File: config.mk
export PLATFORM = sky130hd
export DESIGN_NAME = fpga_cfg_loader
export DESIGN_NICKNAME = d
export VERILOG_FILES = /design/src/rtl/fpga_cfg_loader.sv
export SDC_FILE = /design/constraint.sdc
export NUM_CORES = 1
export LEC_CHECK = 0
export BUFFER_PORTS_ARGS = -buffer_cell sky130_fd_sc_hd__buf_2
export CORE_UTILIZATION = 50
export CTS_CLUSTER_DIAMETER = 60
export DETAILED_ROUTE_END_ITERATION = 16
export GPL_ROUTABILITY_DRIVEN = 0
export HOLD_SLACK_MARGIN = 0.05
export PLACE_DENSITY = 0.75
export SETUP_SLACK_MARGIN = 0.2
export SYNTH_ARGS = -nofsm -noshare
export SYNTH_HDL_FRONTEND = slang
export SYNTH_SLANG_ARGS = --single-unit
File: constraint.sdc
create_clock -name cclk -period 2.1 [get_ports cclk]
set_input_delay 0.105 -clock cclk [delete_from_list [all_inputs] [get_ports cclk]]
set_output_delay 0.105 -clock cclk [all_outputs]
set_load 0.02 [all_outputs]
File: src/rtl/fpga_cfg_loader.sv
// Configuration-load controller: takes host words over a valid/ready stream, shifts them
// LSB-first into one column chain at a time, then pulses the set strobe on every column.
module fpga_cfg_loader #(
    parameter int unsigned NUM_COLS     = 2,
    parameter int unsigned BITS_PER_COL = 40,
    parameter int unsigned WORD_W       = 16
) (
    input  logic                cclk,
    input  logic                rst_n,
    input  logic                start,
    input  logic                mode_soft,
    input  logic                abort,
    input  logic [WORD_W-1:0]   in_data,
    input  logic                in_valid,
    output logic                in_ready,
    output logic [NUM_COLS-1:0] shift_enable,
    output logic [NUM_COLS-1:0] shift_in_hard,
    output logic [NUM_COLS-1:0] shift_in_soft,
    output logic [NUM_COLS-1:0] set_hard,
    output logic [NUM_COLS-1:0] set_soft,
    output logic                busy,
    output logic                done
);

    localparam int unsigned LenMax = (WORD_W > BITS_PER_COL) ? WORD_W : BITS_PER_COL;
    localparam int unsigned LenW   = $clog2(LenMax + 1);
    localparam int unsigned FcW    = $clog2(NUM_COLS + 1);
    localparam int unsigned ColW   = (NUM_COLS > 1) ? $clog2(NUM_COLS) : 1;

    localparam logic [LenW-1:0] WordLen = LenW'(WORD_W);
    localparam logic [LenW-1:0] ColLen  = LenW'(BITS_PER_COL);
    localparam logic [FcW-1:0]  AllCols = FcW'(NUM_COLS);

    typedef enum logic [1:0] {
        StIdle,
        StLoad,
        StCommit,
        StDone
    } state_e;

    state_e            state_q, state_d;
    logic [WORD_W-1:0] data_buf_q, data_buf_d;
    logic [LenW-1:0]   cnt_q, cnt_d;
    logic [LenW-1:0]   fill_left_q, fill_left_d;
    logic [FcW-1:0]    fill_col_q, fill_col_d;
    logic [ColW-1:0]   shift_col_q, shift_col_d;
    logic              mode_q, mode_d;
    logic [LenW-1:0]   load_len;
    logic              accept;

    // Shifter can take a word when empty or on its last bit; abort blocks acceptance.
    assign in_ready = (state_q == StLoad) && !abort && (cnt_q <= LenW'(1))
                      && (fill_col_q < AllCols);
    assign accept   = in_valid && in_ready;
    // The last word of a column only carries the bits still owed to that column.
    assign load_len = (fill_left_q > WordLen) ? WordLen : fill_left_q;

    // Next-state: FSM sequencing, word fill bookkeeping and the serial shifter.
    always_comb begin
        state_d     = state_q;
        data_buf_d  = data_buf_q;
        cnt_d       = cnt_q;
        fill_left_d = fill_left_q;
        fill_col_d  = fill_col_q;
        shift_col_d = shift_col_q;
        mode_d      = mode_q;

        if (cnt_q != '0) begin
            data_buf_d = data_buf_q >> 1;
            cnt_d      = cnt_q - LenW'(1);
        end

        if (abort) begin
            state_d = StIdle;
            cnt_d   = '0;
        end else begin
            unique case (state_q)
                StIdle: begin
                    if (start) begin
                        state_d     = StLoad;
                        mode_d      = mode_soft;
                        fill_col_d  = '0;
                        fill_left_d = ColLen;
                    end
                end
                StLoad: begin
                    if (accept) begin
                        // Reload overrides the shift above, giving gapless words at cnt==1.
                        data_buf_d  = in_data;
                        cnt_d       = load_len;
                        shift_col_d = fill_col_q[ColW-1:0];
                        if (fill_left_q == load_len) begin
                            fill_col_d  = fill_col_q + FcW'(1);
                            fill_left_d = ColLen;
                        end else begin
                            fill_left_d = fill_left_q - load_len;
                        end
                    end else if ((fill_col_q == AllCols) && (cnt_q == '0)) begin
                        state_d = StCommit;
                    end
                end
                StCommit: state_d = StDone;
                StDone:   state_d = StIdle;
                default:  state_d = StIdle;
            endcase
        end
    end

    // Chain and commit outputs decode registered state only.
    always_comb begin
        shift_enable  = '0;
        shift_in_hard = '0;
        shift_in_soft = '0;
        set_hard      = '0;
        set_soft      = '0;
        if (cnt_q != '0) begin
            shift_enable[shift_col_q] = 1'b1;
            if (mode_q) begin
                shift_in_soft[shift_col_q] = data_buf_q[0];
            end else begin
                shift_in_hard[shift_col_q] = data_buf_q[0];
            end
        end
        if (state_q == StCommit) begin
            if (mode_q) begin
                set_soft = '1;
            end else begin
                set_hard = '1;
            end
        end
    end

    assign busy = (state_q == StLoad) || (state_q == StCommit);
    assign done = (state_q == StDone);

    // State registers with asynchronous active-low reset.
    always_ff @(posedge cclk or negedge rst_n) begin
        if (!rst_n) begin
            state_q     <= StIdle;
            data_buf_q  <= '0;
            cnt_q       <= '0;
            fill_left_q <= '0;
            fill_col_q  <= '0;
            shift_col_q <= '0;
            mode_q      <= 1'b0;
        end else begin
            state_q     <= state_d;
            data_buf_q  <= data_buf_d;
            cnt_q       <= cnt_d;
            fill_left_q <= fill_left_d;
            fill_col_q  <= fill_col_d;
            shift_col_q <= shift_col_d;
            mode_q      <= mode_d;
        end
    end

endmodule

=== Yosys cells after proc, flatten, opt, wreduce, memory -nomap -nowiden ===
Index checks and enable logic that the tools add are counted.

* Register bits after elaboration: 34
* Bits of input ports: 22

* Equal/unequal tests: 11
* Multiplexer cells: 33
* Reductions and logical operators: 17
* $add $sub $neg: 3
* Order comparisons: 5
* Bitwise logic cells: 2

{| class="wikitable"
|+ Operators by type and width
! cell !! count
|-
| $mux W16 || 4
|-
| $mux W6 || 8
|-
| $mux W2 || 16
|-
| $pmux W6 S2 || 1
|-
| $reduce_and A3 Y1 || 3
|-
| $pmux W2 S4 || 1
|-
| $eq A2 B2 Y1 const B || 3
|-
| $eq A6 B6 Y1 || 1
|-
| $gt A6 B5 Y1 const B || 1
|-
| $le A6 B1 Y1 const B || 1
|-
| $logic_and A1 B1 Y1 || 6
|-
| $logic_not A6 Y1 || 1
|-
| $ne A3 B3 Y1 const B || 2
|-
| $reduce_bool A6 Y1 || 1
|-
| $sub A6 B1 Y6 const B || 1
|-
| $sub A6 B6 Y6 || 1
|-
| $reduce_and A5 Y1 || 1
|-
| $ne A2 B2 Y1 const B || 2
|-
| $pmux W2 S2 || 1
|-
| $reduce_and A4 Y1 || 1
|-
| $ne A3 B2 Y1 const B || 1
|-
| $add A2 B1 Y2 const B || 1
|-
| $and A2 B2 Y2 || 1
|-
| $eq A2 B1 Y1 const B || 1
|-
| other kinds (11) || 11
|}

=== Depth between registers and ports, before layout ===
Gate-level depths: netlist (run 1).

* Depth in word-level cells: 8
* Mapped depth: 8
* Gate-level depth less buffers: 8

=== Worst setup path before layout (run 1) ===
Ideal clock, no wire load.

* Path type: register to register
* From: register cnt_q[4]
* To: register fill_col_q[0]
* Data arrival time: 2.037 ns
* Data required time: 1.962 ns
* Path slack: -0.075 ns
* Stages on the path, launching flop included: 7
* Library setup time: 0.138 ns
* Period minus slack after synthesis: 2.175 ns
* Path buffers: 2
* Path through: dfrtp_1 > or4_1 > buf_2 > or4_4 > buf_6 > o311ai_1 > o211ai_1

* Word-level cells in the longest chain between the ends: 6

{| class="wikitable"
|+ Ends and longest elaborated chain
! element !! line !! RTL
|-
| start: declaration || 43 || <nowiki>logic [LenW-1:0] cnt_q, cnt_d;</nowiki>
|-
| start signal: assignment || 149 || <nowiki>cnt_q <= cnt_d;</nowiki>
|-
| $le A6 B1 Y1 || 52 || <nowiki>assign in_ready = (state_q == StLoad) && !abort && (cnt_q <= LenW'(1))</nowiki>
|-
| $logic_and A1 B1 Y1 || 52 ||
|-
| $logic_and A1 B1 Y1 || 53 || <nowiki>&& (fill_col_q < AllCols);</nowiki>
|-
| $logic_and A1 B1 Y1 || 54 || <nowiki>assign accept = in_valid && in_ready;</nowiki>
|-
| $ne A2 B2 Y1 (no line) || n/a ||
|-
| $reduce_and A5 Y1 (no line) || n/a ||
|-
| end signal: assignment || 151 || <nowiki>fill_col_q <= fill_col_d;</nowiki>
|-
| end: declaration || 45 || <nowiki>logic [FcW-1:0] fill_col_q, fill_col_d;</nowiki>
|}

No other way between the ends.
A chain may end at the register's enable or synchronous reset.

=== Final worst setup path (run 1) ===
* From: register cnt_q[5]
* To: register fill_col_q[0]

The elaborated chain is that of the path after synthesis.

==> results.toml, run 1 <==
[outcome]
outcome = "finished with violations"
failed_checks = "negative setup slack"

[finish]
fin_nets = 299
fill_cells = 258
areaGrowthSynthToFinish_pct = 37.5
insertedDiodeCount = 0
layout.cells.non_filler = 316
share_of_post_route_cells_with_drive_strength_above_1 = 0.381

[place]
numPortBuffers = 34
post-place-ws_ps = -7.26
dpl.hpwl_mm = 2.95
place.detailed.instances = 288

[timing]
hold_viol = 0
remaining_max_slew_budget_at_the_tightest_pin = 0.499
finalSetupViolations = 4
finClkSkew_ps = 12.4
period_needed_ps = 2130
fin_tns_setup_ps = -52.2
fin_worst_hold_slack_ps = 55.2
post-route-period-util = 1.01
final_max_slew_viol_count = 0
max_slew.worst_pin.slew_ps = 751
grt_setup_unrepaired = "yes"
final.setup.worst_slack_ps = -27.6
fmaxAchievable_mhz = 470

[floorplanning]
num_rows = 22
floorplan_die_area_um2 = 4280
core_area_um2 = 3770
starting_density_of_the_core = 0.534
die_h_um = 65.4
io_pins = 35
die_width_um = 65.4

[global_routing]
grt_overflow = 0
initial_antenna_violation_count = 0
grt_pass1_wl_mm = 8.20
maximum_number_of_pins_on_one_net_before_global_route_repair = 35
total_track_usage = 0.254
first_global_vias = 1730

[clocking]
cts_root_buffer = "sky130_fd_sc_hd__clkbuf_8"
cts.htree.levels = 2
number_of_buffers_inserted_during_clock_tree_synthesis = 5
clk_path_buf_depth = 2
clock-sinks = 34
cts_tree = "built"
worst_setup_hold_path_clk_slew_ps = 80
clock_insertion_delay_worst_skew_ps = 290

[power]
power.density_nw_per_um2 = 1590
power.static_leakage_nw = 1.27
power_mw = 4.39
power_frac_seq = 0.245
combinationalPowerShare = 0.640
netSwitchingPower_mw = 1.93
swShare = 0.439
pwr-share-clk = 0.115
internal_power_mw = 2.47
ir_drop_uv = 774

[worst_setup_path]
r2r_slack_ps = -30
endpoint_kind = "register"
cp.required_ps = 2250
cp.arrival_ps = 2270
timing.setup.critical_path_class = "register to register"
critical_path_fanout_max = 5
crit_path_start_kind = "register"

[yosys]
syn_area_per_cell_um2 = 9.81
synth-warning-count = 0
synth_common_cells = "34 x sky130_fd_sc_hd__dfrtp_1, 18 x sky130_fd_sc_hd__nand3_1, 18 x sky130_fd_sc_hd__o21ai_0"
synth_fp_nets = 237
largest_area_contributor_in_the_netlist = "sky130_fd_sc_hd__dfrtp_1"
synth_area_um2 = 2010
synth_cell_types = 51
synth_area_leaders = "sky130_fd_sc_hd__dfrtp_1 42%, sky130_fd_sc_hd__mux2i_1 8.5%, sky130_fd_sc_hd__ha_1 6.2%"
yosys_most_used_dff = "sky130_fd_sc_hd__dfrtp_1"
seq_area_frac_synth = 0.423
synth_instances = 205
ys_async_sr_fraction = 1.00
synth-edff-count = 0
synth.top_cell.area_share = 0.423
synth_most_common_cell = "sky130_fd_sc_hd__dfrtp_1"
ys_seq_elements = 34

[detailed_routing]
routedWlPerCell_um = 16.7
first_pass_iters = 4
routed_via_density = 5.93
drt_first_iter_violations = 109
detail-route-antenna-nets = 0
num_vias = 1874
drcViolationCount = 0
route.final.wire_length_mm = 5.27

[flow_run]
drv_cap = 0

[hold_path]
min-delay-path-class = "primary input to register"
==> layer usage <==
layer,part of all wire,wire (µm),track usage
met1,0.45,2390,0.362
met2,0.51,2680,0.403
met3,0.028,147,0.0469
met4,0.0097,51,0.0516
met5,0,0,0
==> layout by cell type, fill, tap and decap left out, types with 3 or more instances in the layout <==
cell type,n
sky130_fd_sc_hd__inv_1,7
sky130_fd_sc_hd__xor2_1,3
sky130_fd_sc_hd__nor2b_1,3
sky130_fd_sc_hd__nand2b_1,3
sky130_fd_sc_hd__nand2_1,6
sky130_fd_sc_hd__buf_4,23
sky130_fd_sc_hd__o21ai_1,14
sky130_fd_sc_hd__buf_6,5
sky130_fd_sc_hd__buf_2,31
sky130_fd_sc_hd__nand4_1,4
sky130_fd_sc_hd__o21ai_2,3
sky130_fd_sc_hd__ha_1,9
sky130_fd_sc_hd__nor2_4,3
sky130_fd_sc_hd__dfrtp_1,34
sky130_fd_sc_hd__nand3_1,17
sky130_fd_sc_hd__o211ai_1,4
sky130_fd_sc_hd__nor4_4,3
sky130_fd_sc_hd__nor3_1,5
sky130_fd_sc_hd__clkbuf_8,6
sky130_fd_sc_hd__a21oi_1,5
sky130_fd_sc_hd__mux2i_1,17
sky130_fd_sc_hd__nor2_1,5
sky130_fd_sc_hd__or4_4,3
==> what timing repair did <==
| action | CTS | global route |
|---|---|---|
| pin swaps | 6 | 14 |
| setup buffers | 6 | 8 |
| cloned | 4 | 0 |
| endpoints found under the setup margin | 38 | 40 |
| endpoints found under the hold margin | 35 | 0 |
| hold buffers | 2 | 0 |
| resized for setup | 19 | 33 |
==> path summary, 6_finish.rpt <==
| path | start | to | cells past startpoint |
|---|---|---|---|
| worst max-delay path | cnt_q[5] | fill_col_q[0] | 4 |
| worst min-delay path | in_data[15] | data_buf_q[15] | 3 |
| worst max register to register | cnt_q[5] | fill_col_q[0] | 4 |
| worst min register to register | data_buf_q[15] | data_buf_q[15] | 2 |
| max in group asynchronous | rst_n | fill_left_q[3] | 2 |
| min in group asynchronous | rst_n | mode_q | 2 |
==> power groups by stage <==
stage	Combinational (mW)	Clock, mW	Sequential [mW]
finish	2.81	0.504	1.08
detailed placement	1.95	0	1.06
floorplan	1.44	0	1.04
CTS	2.24	0.506	1.05
global placement	1.93	0	1.06
global route	3.01	0.540	1.11
==> area by class of cell <==
class / count / area (µm²) / share of cell area
inverter: 10 / 41.3 / 0.0149
clock inverter: 2 / 12.5 / 0.00452
multi-input combinational: 151 / 1240 / 0.450
clock buffer: 6 / 82.6 / 0.0299
timing repair buffer: 65 / 474 / 0.171
tap: 48 / 60.1 / 0.0217
sequential: 34 / 851 / 0.308
==> sequential cells by signal, summed over array words and instances, names as in the netlist <==
signal       flops
fill_col_q       2
state_q          2
mode_q           1
data_buf_q      16
shift_col_q      1
fill_left_q      6
cnt_q            6
==> worst max-delay path, stage by stage, from the launching register on <==
cell	delay [ps]
sky130_fd_sc_hd__dfrtp_1	400
sky130_fd_sc_hd__or4_4	570
sky130_fd_sc_hd__or4_4	600
sky130_fd_sc_hd__o311ai_2	270
sky130_fd_sc_hd__o211ai_1	150
==> through the flow <==
step | area [µm²] | util
floorplan | 2030 | -
global placement | 2300 | 0.609
detailed placement | 2300 | 0.609
CTS | 2550 | 0.676
global route | 2770 | 0.734
finish | 2770 | 0.734
==> cells by family (layout without fill, tap and decap cells) <==
logic type / after synthesis / count (layout) / share of synthesized area
AO/OA/AOI/OAI: 50 / 50 / 0.167
buffers and inverters: 23 / 83 / 0.0535
multiplexers: 19 / 19 / 0.0958
flip-flops: 34 / 34 / 0.423
XOR/XNOR: 4 / 4 / 0.0174
adder cells (fa/ha/maj): 10 / 10 / 0.0622
AND/OR/NAND/NOR: 63 / 66 / 0.178
other: 2 / 2 / 0.00373
Power figures use the tool's default switching activity.
==> inputs of run 2 (changes only) <==
--- a/config.mk
+++ b/config.mk
@@ -6,13 +6,16 @@
 export NUM_CORES = 1
 export LEC_CHECK = 0
 export BUFFER_PORTS_ARGS = -buffer_cell sky130_fd_sc_hd__buf_2
-export CORE_UTILIZATION = 50
+export CELL_PAD_IN_SITES_DETAIL_PLACEMENT = 1
+export CELL_PAD_IN_SITES_GLOBAL_PLACEMENT = 1
+export CORE_UTILIZATION = 39
 export CTS_CLUSTER_DIAMETER = 60
 export DETAILED_ROUTE_END_ITERATION = 16
 export GPL_ROUTABILITY_DRIVEN = 0
 export HOLD_SLACK_MARGIN = 0.05
-export PLACE_DENSITY = 0.75
+export PLACE_DENSITY_LB_ADDON = 0.1
 export SETUP_SLACK_MARGIN = 0.2
+export SLEW_MARGIN = 0
 export SYNTH_ARGS = -nofsm -noshare
 export SYNTH_HDL_FRONTEND = slang
 export SYNTH_SLANG_ARGS = --single-unit
==> run 2 against run 1 <==
Effect of this change:
- the flow still finishes with violations (negative setup slack)
- total power rose by 5.2%
- critical path depth did not move
- first-iteration DRC count fell by 41%
- via count hardly changed
- setup slack got worse by 22 ps
- final cell count rose by 5.7%
- sequential power is essentially flat
- register-to-register slack lost 20 ps
- hold slack worse by 2.7 ps
- clock skew down 2.2 ps
- utilization is 15 points lower
- final area increased by 1.7%
- largest cell class unchanged
- highest routed layer unchanged
==> results.toml, run 2 (synthesis gave the netlist of run 1 again) <==
[finish]
share_of_post_route_cells_with_drive_strength_above_1 = 0.348
fin_nets = 298
largest-register = "data_buf_q"
layout.cells.most_common = "sky130_fd_sc_hd__dfrtp_1"
reg.largest.list = "data_buf_q x16, cnt_q x6, fill_left_q x6"
commonest_non_fill_non_tap_cells_in_the_layout = "34 x sky130_fd_sc_hd__dfrtp_1, 32 x sky130_fd_sc_hd__buf_2, 20 x sky130_fd_sc_hd__buf_4"
largest_reg_flops = 16
fill_cells = 546
areaGrowthSynthToFinish_pct = 39.8
insertedDiodeCount = 0

[timing]
final.setup.worst_slack_ps = -49.8
hold_viol = 0
max_slew.worst_pin.slew_ps = 815
fmaxAchievable_mhz = 465
post-route-period-util = 1.02
final_max_slew_viol_count = 0
remaining_max_slew_budget_at_the_tightest_pin = 0.457
period_needed_ps = 2150
fin_tns_setup_ps = -145
grt_setup_unrepaired = "yes"
finClkSkew_ps = 10.2
finalSetupViolations = 7

[detailed_routing]
drcViolationCount = 0
routed_via_density = 5.61
route.final.wire_length_mm = 6.57
routedWlPerCell_um = 19.7
first_pass_iters = 4
detail-route-antenna-nets = 0
num_vias = 1873
drt_first_iter_violations = 64

[worst_setup_path]
worst_setup_path_startpoint = "cnt_q[5]"
crit_path_start_kind = "register"
timing.setup.critical_path_class = "register to register"
r2r.worst_path.cells = 4
cp-endpoint = "cnt_q[4]"
r2r_slack_ps = -50
r2r_end = "cnt_q[4]"
rr_startpoint = "cnt_q[5]"
critical_path_fanout_max = 6
cp.required_ps = 2320
endpoint_kind = "register"
cp.arrival_ps = 2370

[floorplanning]
core_area_um2 = 4850
starting_density_of_the_core = 0.415
num_rows = 25
floorplan_die_area_um2 = 5450
die_width_um = 73.8
die_h_um = 73.8
io_pins = 35

[clocking]
clock_insertion_delay_worst_skew_ps = 300
cts.htree.levels = 2
worst_setup_hold_path_clk_slew_ps = 70
cts_tree = "built"
clock-sinks = 34
clk_path_buf_depth = 2
cts_root_buffer = "sky130_fd_sc_hd__clkbuf_8"
number_of_buffers_inserted_during_clock_tree_synthesis = 5

[power]
pwr-share-clk = 0.166
power_frac_seq = 0.236
netSwitchingPower_mw = 1.97
combinationalPowerShare = 0.598
swShare = 0.426
internal_power_mw = 2.65
power.density_nw_per_um2 = 1640
ir_drop_uv = 653
power_mw = 4.62
power.static_leakage_nw = 1.28

[global_routing]
grt_overflow = 0
grt_pass1_wl_mm = 9.62
total_track_usage = 0.241
maximum_number_of_pins_on_one_net_before_global_route_repair = 35
first_global_vias = 1955
initial_antenna_violation_count = 0

[outcome]
outcome = "finished with violations"
failed_checks = "negative setup slack"

[place]
dpl.hpwl_mm = 4.00
numPortBuffers = 34

[hold_path]
min-delay-path-class = "primary input to register"

[flow_run]
drv_cap = 0
-- run 2: cell types whose count changed in the layout (fill, tap and decap cells not counted), sizes merged --
cell	delta
dlygate4sd3	+1
bufinv	+2
buf	-4
clkinvlp	-1
nor2	+1
clkinv	-1
clkbuf	+1
-- run 2: worst min path at each step --
stage,startpoint,endpoint,cells after the start
finish,in_data[8],data_buf_q[8],3
floorplan,rst_n,cnt_q[0],0
detailed placement,rst_n,mode_q,1
CTS,in_data[7],data_buf_q[7],3
global placement,rst_n,mode_q,1
global route,in_data[1],data_buf_q[1],3
-- run 2: area by class of cell --
class | instances | area [µm²] | share of cell area
Multi-Input combinational cell | 152 | 1210 | 0.431
Sequential cell | 34 | 851 | 0.302
Clock inverter | 2 | 60.1 | 0.0214
Timing Repair Buffer | 63 | 483 | 0.172
Inverter | 10 | 41.3 | 0.0147
Clock buffer | 6 | 82.6 | 0.0294
Tap cell | 67 | 83.8 | 0.0298
-- run 2: metal layers --
layer  up-vias  share of wire  track usage
met1       938           0.42        0.297
met3        10          0.037       0.0480
met4         0          0.015       0.0705
li1        879              -            -
met2        46           0.53        0.425
met5         -              0            0
-- run 2: per-stage QoR --
| step | area (µm²) | utilization | cells | worst slack, ps | hold slack (ps) |
|---|---|---|---|---|---|
| floorplan | 2030 | - | 205 | -53.8 | -191 |
| global placement | 2330 | 0.480 | 308 | 20.1 | 212 |
| detailed placement | 2330 | 0.480 | 308 | -46.2 | 231 |
| CTS | 2650 | 0.547 | 327 | -29.4 | 53.9 |
| global route | 2810 | 0.580 | 334 | -79.2 | 64.3 |
| finish | 2810 | 0.580 | 334 | -49.8 | 52.5 |
-- run 2: timing repair --
action,CTS,global route
hold buffers,3,0
setup buffers,5,4
gates resized for setup,14,22
cloned,3,3
endpoints found under the hold margin,36,0
pin swaps,9,12
setup endpoints to repair,39,36
-- run 2: power groups by stage --
stage | Combinational, mW | Clock (mW) | Sequential, mW
finish | 2.76 | 0.768 | 1.09
global route | 2.97 | 0.808 | 1.12
CTS | 2.42 | 0.772 | 1.08
detailed placement | 2.05 | 0 | 1.09
global placement | 1.95 | 0 | 1.06
floorplan | 1.44 | 0 | 1.04
-- run 2: critical path: stages (launching register included) --
cell	delay [ps]
sky130_fd_sc_hd__dfrtp_1	380
sky130_fd_sc_hd__or4_4	580
sky130_fd_sc_hd__or4_4	600
sky130_fd_sc_hd__or3_4	370
sky130_fd_sc_hd__a21oi_2	140
